===== config.mk =====
export PLATFORM = sky130hd
export DESIGN_NAME = ahb_bus_arbiter
export DESIGN_NICKNAME = d
export VERILOG_FILES = /design/src/rtl/bus_pkg.sv /design/src/rtl/arb_pick.sv /design/src/rtl/ahb_bus_arbiter.sv
export SDC_FILE = /design/constraint.sdc
export NUM_CORES = 1
export LEC_CHECK = 0
export CORE_UTILIZATION = 35
export DETAILED_ROUTE_END_ITERATION = 8
export GPL_ROUTABILITY_DRIVEN = 1
export PLACE_DENSITY = 0.57
export SYNTH_ARGS = -nofsm -noshare
export SYNTH_HDL_FRONTEND = slang
export SYNTH_HIERARCHICAL = 1
export SYNTH_SLANG_ARGS = --single-unit

===== constraint.sdc =====
create_clock -name clk -period 5 [get_ports clk]
set_input_delay 0.5 -clock clk [delete_from_list [all_inputs] [get_ports clk]]
set_output_delay 0.5 -clock clk [all_outputs]
set_load 0.02 [all_outputs]

===== src/rtl/bus_pkg.sv =====
// Shared encodings for the two-master shared-bus arbiter: slave responses, FSM states, master indices.
package bus_pkg;

    localparam logic [1:0] RESP_OKAY  = 2'b00;
    localparam logic [1:0] RESP_ERROR = 2'b01;
    localparam logic [1:0] RESP_RETRY = 2'b10;
    localparam logic [1:0] RESP_SPLIT = 2'b11;

    typedef enum logic {
        ST_IDLE = 1'b0,
        ST_OWN  = 1'b1
    } arb_state_e;

    localparam logic M1 = 1'b0;
    localparam logic M2 = 1'b1;

endpackage


===== src/rtl/arb_pick.sv =====
// Combinational winner select among eligible masters when the bus is idle.
// Optional feature macro: ARB_ROUND_ROBIN_EN (alternate winner on contention).
module arb_pick
    import bus_pkg::*;
(
    input  logic [1:0] eligible,
    input  logic       last_owner,
    output logic       valid_c,
    output logic       winner_c
);

    assign valid_c = |eligible;

`ifdef ARB_ROUND_ROBIN_EN
    // On contention the master that did not own the bus last goes first.
    always_comb begin
        winner_c = ~eligible[M1];
        if (eligible == 2'b11) begin
            winner_c = ~last_owner;
        end
    end
`else
    logic unused_last_owner;
    assign unused_last_owner = last_owner;

    // Fixed priority: master 1 whenever it is eligible.
    always_comb begin
        winner_c = ~eligible[M1];
    end
`endif

endmodule


===== src/rtl/ahb_bus_arbiter.sv =====
// Two-master shared-bus arbiter: grants, address/data mux selects, burst beat limit, slave responses.
// Optional feature macro: ARB_ROUND_ROBIN_EN (see arb_pick).
module ahb_bus_arbiter
    import bus_pkg::*;
#(
    parameter int unsigned MAX_BEATS = 4,
    parameter int unsigned CNT_W     = 3
) (
    input  logic       clk,
    input  logic       rst,
    input  logic       busreq_1,
    input  logic       busreq_2,
    input  logic       ready,
    input  logic [1:0] response,
    input  logic [1:0] split_done,
    output logic       grant_1,
    output logic       grant_2,
    output logic       mux1,
    output logic       mux2,
    output logic [1:0] split_mask,
    output logic       error
);

    arb_state_e       state;
    logic [CNT_W-1:0] beat_cnt;
    logic             last_owner;

    logic [1:0] eligible_c;
    logic [1:0] mask_clr_c;
    logic       pick_valid_c;
    logic       pick_winner_c;
    logic       owner_req_c;
    logic       other_elig_c;
    logic       at_limit_c;

    // While a grant is high, mux1 identifies the owner.
    assign eligible_c   = {busreq_2, busreq_1} & ~split_mask;
    assign mask_clr_c   = split_mask & ~split_done;
    assign owner_req_c  = (mux1 == M1) ? busreq_1 : busreq_2;
    assign other_elig_c = eligible_c[~mux1];
    assign at_limit_c   = (beat_cnt == CNT_W'(MAX_BEATS - 1));

    arb_pick u_pick (
        .eligible   (eligible_c),
        .last_owner (last_owner),
        .valid_c    (pick_valid_c),
        .winner_c   (pick_winner_c)
    );

    always_ff @(posedge clk or negedge rst) begin
        if (!rst) begin
            state      <= ST_IDLE;
            grant_1    <= 1'b0;
            grant_2    <= 1'b0;
            mux1       <= M1;
            mux2       <= M1;
            split_mask <= 2'b00;
            error      <= 1'b0;
            beat_cnt   <= '0;
            last_owner <= M2;
        end else begin
            error      <= 1'b0;
            split_mask <= mask_clr_c;
            case (state)
                ST_IDLE: begin
                    beat_cnt <= '0;
                    if (pick_valid_c) begin
                        state      <= ST_OWN;
                        grant_1    <= (pick_winner_c == M1);
                        grant_2    <= (pick_winner_c == M2);
                        mux1       <= pick_winner_c;
                        last_owner <= pick_winner_c;
                    end
                end
                ST_OWN: begin
                    // Grants only move on a completed beat.
                    if (ready) begin
                        case (response)
                            RESP_OKAY: begin
                                mux2 <= mux1;
                                if (!owner_req_c || at_limit_c) begin
                                    beat_cnt <= '0;
                                end else begin
                                    beat_cnt <= beat_cnt + CNT_W'(1);
                                end
                                if ((!owner_req_c || at_limit_c) && other_elig_c) begin
                                    grant_1    <= ~grant_1;
                                    grant_2    <= ~grant_2;
                                    mux1       <= ~mux1;
                                    last_owner <= ~mux1;
                                end else if (!owner_req_c) begin
                                    state   <= ST_IDLE;
                                    grant_1 <= 1'b0;
                                    grant_2 <= 1'b0;
                                end
                            end
                            RESP_RETRY: begin
                            end
                            RESP_SPLIT: begin
                                split_mask <= mask_clr_c | (2'b01 << mux1);
                                beat_cnt   <= '0;
                                if (other_elig_c) begin
                                    grant_1    <= ~grant_1;
                                    grant_2    <= ~grant_2;
                                    mux1       <= ~mux1;
                                    last_owner <= ~mux1;
                                end else begin
                                    state   <= ST_IDLE;
                                    grant_1 <= 1'b0;
                                    grant_2 <= 1'b0;
                                end
                            end
                            RESP_ERROR: begin
                                error    <= 1'b1;
                                beat_cnt <= '0;
                                state    <= ST_IDLE;
                                grant_1  <= 1'b0;
                                grant_2  <= 1'b0;
                            end
                        endcase
                    end
                end
            endcase
        end
    end

endmodule

* Word level (Yosys, flattened, before mapping)
Index checks and enable logic that the tools add are counted.
** Word-level totals
- Bits in registers :: 11
- Bits of input ports :: 9
- Output and inout bits :: 7
- Logic and storage cells :: 80
** Operators by class
- Add/sub/neg operators :: 1
- $lt $le $gt $ge :: 1
- Equal/unequal tests :: 11
- Shift operators :: 1
- Muxes and demuxes :: 38
- Bitwise operators :: 10
- Reductions and logical operators :: 10
** Operator list (count)
- $mux W1 :: 23
- $pmux W3 S2 :: 2
- $pmux W1 S2 :: 5
- $pmux W1 S3 :: 3
- $mux W2 :: 3
- $mux W3 :: 2
- $ne A3 B3 Y1 const B :: 2
- $not A1 Y1 :: 5
- $reduce_and A5 Y1 :: 1
- $and A2 B2 Y2 :: 2
- $ne A2 B2 Y1 const B :: 2
- $ne A4 B1 Y1 const B :: 1
- $ne A4 B4 Y1 const B :: 1
- $not A2 Y2 :: 2
- $reduce_and A4 Y1 :: 1
- $reduce_or A2 Y1 :: 2
- $add A3 B1 Y3 const B :: 1
- $eq A3 B2 Y1 const B :: 1
- $ne A3 B1 Y1 const B :: 1
- $ne A3 B2 Y1 const B :: 1
- $reduce_and A3 Y1 :: 1
- $eq A2 B1 Y1 const B :: 1
- $eq A2 B2 Y1 const B :: 1
- $logic_not A2 Y1 :: 1
- other kinds (7) :: 7

* Depth between registers and ports, before layout
- Depth in word-level cells :: 9
- Gate-level depth with buffers :: 6
- Gate-level depth less buffers :: 6

* By module
The synthesis kept the hierarchy.
** By module, submodules not included
- ahb_bus_arbiter :: instances 1, cells an instance 68, area each 674.4 um^2, sequential area each 301.5 um^2
- arb_pick :: instances 1, cells an instance 2, area each 10.0 um^2, sequential area each 0.0 um^2

* Worst setup path after synthesis
No wires, ideal clock.
- Path type :: register -> register
- From :: register mux1
- To :: register mux1
- Library setup time :: 0.128 ns
- Arrival :: 1.600 ns
- Required time :: 4.872 ns
- Setup slack :: 3.272 ns
- Cell stages (with the launch flop) :: 7
- Path buffers :: 1
- Clock period less this slack :: 1.728 ns
- Path through :: dfrtp_1 buf_6 mux2i_1 o21ai_1 a21bo_1 a21oi_2 mux2_1
** On the way
- Cells in the longest elaborated chain, start to end :: 6
- Elaborated cells between the ends (all ways) :: 15
- Classes of those cells :: 2 x eq/ne; 8 x mux; 1 x bitwise; 4 x reduce/logical
** RTL lines
- start: declaration :: line ahb_bus_arbiter.sv:18 : output logic mux1,
- start signal: assignment :: line ahb_bus_arbiter.sv:71 : mux1 <= pick_winner_c;
- start signal: assignment :: line ahb_bus_arbiter.sv:89 : mux1 <= ~mux1;
- start signal: assignment :: line ahb_bus_arbiter.sv:105 : mux1 <= ~mux1;
- $mux W1 :: line ahb_bus_arbiter.sv:39 : assign owner_req_c = (mux1 == M1) ? busreq_1 : busreq_2;
- $logic_not A1 Y1
- $logic_or A1 B1 Y1 :: line ahb_bus_arbiter.sv:86 : if ((!owner_req_c || at_limit_c) && other_elig_c) begin
- $logic_and A1 B1 Y1 :: line ahb_bus_arbiter.sv:86
- $ne A3 B3 Y1 (no line)
- $reduce_and A5 Y1 (no line)
Parallel ways exist; a longest one is shown, timed or not. The select of a mux whose other input is x is not followed.
A chain may end at the register's enable or synchronous reset.

* Worst setup path in the final report
- From :: input busreq_1
- To :: register grant_1
** On the way
- Cells in the longest elaborated chain, start to end :: 8
- Elaborated cells between the ends (all ways) :: 17
- Classes of those cells :: 2 x eq/ne; 9 x mux; 1 x bitwise; 5 x reduce/logical
** RTL lines
- start: declaration :: line ahb_bus_arbiter.sv:11 : input logic busreq_1,
- $and A2 B2 Y2 (*) :: line ahb_bus_arbiter.sv:37 : assign eligible_c = {busreq_2, busreq_1} & ~split_mask;
- net eligible_c[0] :: line ahb_bus_arbiter.sv:28 : logic [1:0] eligible_c;
- $mux W1 (implied by the code) (2 in a row) :: line ahb_bus_arbiter.sv:40 : assign other_elig_c = eligible_c[~mux1];
- $logic_and A1 B1 Y1 :: line ahb_bus_arbiter.sv:86
- $mux W1 :: line ahb_bus_arbiter.sv:86
- $pmux W1 S3 :: line ahb_bus_arbiter.sv:78 : case (response)
- $mux W1 :: line ahb_bus_arbiter.sv:77 : if (ready) begin
- $pmux W1 S2 :: line ahb_bus_arbiter.sv:64 : case (state)
- end signal: assignment :: line ahb_bus_arbiter.sv:69 : grant_1 <= (pick_winner_c == M1);
- end signal: assignment :: line ahb_bus_arbiter.sv:87 : grant_1 <= ~grant_1;
- end signal: assignment :: line ahb_bus_arbiter.sv:103 : grant_1 <= ~grant_1;
- end: declaration :: line ahb_bus_arbiter.sv:16 : output logic grant_1,
The timed path passes the listed nets; every way through them passes the cells marked *. The select of a mux whose other input is x is not followed.

==> impl_metrics.json <==
{
  "status": "finished, final reports clean",
  "worst_pin_slew_ns": 0.502,
  "grtUsageTotal_pct": 14.8,
  "irDropWorstVdd_uv": 208,
  "worstPathCellList": "clkdlybuf4s50_1 -> nor2b_4 -> a21oi_1 -> a31o_1 -> a311oi_2 -> mux2_2",
  "ios": 16,
  "num_rows": 15,
  "power_leakage_uw": 0.000371,
  "vias": 538,
  "cts_tree": "built",
  "place_area_sq_um": 817,
  "worstSetupPathType": "input port to flip-flop",
  "die-area_sq_mm": 0.00202,
  "via_per_inst": 4.85,
  "fin_tns_setup_ns": 0,
  "cts-resized-gates": 0,
  "gp_congestion": 0.727,
  "swShare_pct": 37.2,
  "holdPathStages": 2,
  "grt_pass1_vias": 496,
  "max_freq_ghz": 0.500,
  "post_cts_buffers": 0,
  "rrSetupSlack_ns": 3.11,
  "p_seq_share_pct": 39.2,
  "synth_cells": 68,
  "clk_path_buf_depth": 2,
  "clock_latency_ns": 0.27,
  "max_cap_viol_count": 0,
  "path_buf_inv": 1,
  "crit_start": "busreq_1",
  "drive_gt1_share_pct": 14.0,
  "final_common_cell": "clkdlybuf4s50_1",
  "crit_arrival_ns": 2.15,
  "cts_sinks": 11,
  "drtPass1Iterations": 4,
  "die_h_um": 45.0,
  "p_total_uw": 352,
  "syn_nets": 79,
  "final_cell_mix": "clkdlybuf4s50_1, dfrtp_1, nand2_1",
  "rsz0062_at_grt": "no",
  "grt_util_met3_pct": 2.80,
  "grt_pass1_wl_um": 2150,
  "power_switching_uw": 131,
  "worst_ep_required_time_ns": 5.15,
  "finClkSkew_ns": 0.0111,
  "wirelength_um": 1280,
  "hp-start": "beat_cnt[2]",
  "grt.met2_usage_pct": 22.3,
  "reg2reg_to": "grant_1",
  "htree_levels": 1,
  "p_int_uw": 221,
  "drt_iter0_markers": 13,
  "p_clk_share_pct": 17.4,
  "area_delta_synth_final_pct": 30.6,
  "hold_path_class": "flip-flop to flip-flop",
  "max_slew_margin_pct": 66.4,
  "initial_core_util_pct": 37.5,
  "power_per_cell_area_mw_per_mm2": 416,
  "syn_avg_cell_area_sq_um": 9.51,
  "start_kind": "input port",
  "routedWlPerCell_um": 11.5,
  "core_sq_mm": 0.00173,
  "syn_area_sq_um": 647,
  "clk_root_buffer_cell": "clkbuf_4",
  "top_usage_layer": "met2",
  "period_share_pct": 40.0,
  "hpwlAfterDp_um": 1010,
  "hold_violations": 0,
  "pwr-share-comb_pct": 43.4,
  "reg2reg_from": "beat_cnt[0]",
  "antenna_found_initial": 0,
  "period_minus_slack_ns": 2.00,
  "setup_viol": 0,
  "worstRegToRegCells": 6,
  "die-width_um": 45.0,
  "drcViolationCount": 0,
  "clkSlewWorstSetupHoldPaths_ns": 0.08,
  "diodes": 0,
  "ys_warn_count": 6,
  "critPathTopFamily": "compound AO/OA/AOI/OAI gates",
  "grt_start_max_net_pins": 12,
  "final_design_area_no_fill_sq_um": 845,
  "cts-buffers-inserted": 3,
  "ctsHoldBuffers": 0,
  "slowest_delay_ns": 0.50,
  "hold_end": "beat_cnt[2]",
  "critPathMaxFanout": 4,
  "final_max_slew_viol_count": 0,
  "ant_nets": 0,
  "numPortBuffers": 15,
  "slowest_stage": "clkdlybuf4s50_1",
  "grt_util_met1_pct": 20.3,
  "endpoint_kind": "flip-flop",
  "layout.nets": 98,
  "grt-ovfl-total": 0
}
==> registers in the layout (all words and copies together) (netlist names) <==
name	cells
beat_cnt	3
split_mask	2
error	1
grant_1	1
grant_2	1
mux1	1
mux2	1
state	1
==> power by group through the flow <==
| stage | sequential (uW) | combinational [uW] | clock (uW) |
|---|---|---|---|
| after floorplan | 154 | 84.0 | 0 |
| after global placement | 141 | 153 | 0 |
| after detailed placement | 140 | 153 | 0 |
| after CTS | 139 | 153 | 63.8 |
| after global routing | 143 | 166 | 68.0 |
| final | 138 | 153 | 61.1 |
==> cell type report <==
class	count	area [sq um]
timing repair buffer	15	150
tap	25	31.3
clock buffer	3	22.5
fill	167	882
multi-input combinational	48	330
clock inverter	1	5.00
sequential	11	275
inverter	8	30.0
==> worst max-delay path by stage <==
stage               cells past startpoint      end
finish                                  6  grant_1
global route                            6  grant_1
CTS                                     6  grant_1
detailed placement                      6  grant_2
global placement                        6  grant_2
floorplan                               6  grant_1
==> metrics by stage <==
step | setup WS, ns | utilization, % | cells | hold WS (ns)
2_1_floorplan | 3.29 | - | 68 | 0.204
3_3_place_gp | 2.75 | 47.3 | 107 | 0.463
3_5_place_dp | 2.74 | 47.3 | 107 | 0.471
4_1_cts | 3.02 | 48.9 | 111 | 0.491
5_1_grt | 2.93 | 48.9 | 111 | 0.518
6_report | 3.00 | 48.9 | 111 | 0.490
==> per-layer routing <==
layer	vias to the layer above	wire length (um)
met2	15	581
met5	-	0
met3	0	60
met1	250	640
met4	0	0
li1	273	-
==> worst reg2reg max path: cells and delay by family, from the launching register on <==
kind,cells,cell delay [ns]
compound gates,2,0.56
flops,1,0.38
fa+ha+maj,2,0.38
mux,1,0.37
simple gates,1,0.07
Power figures use the tool's default switching activity.
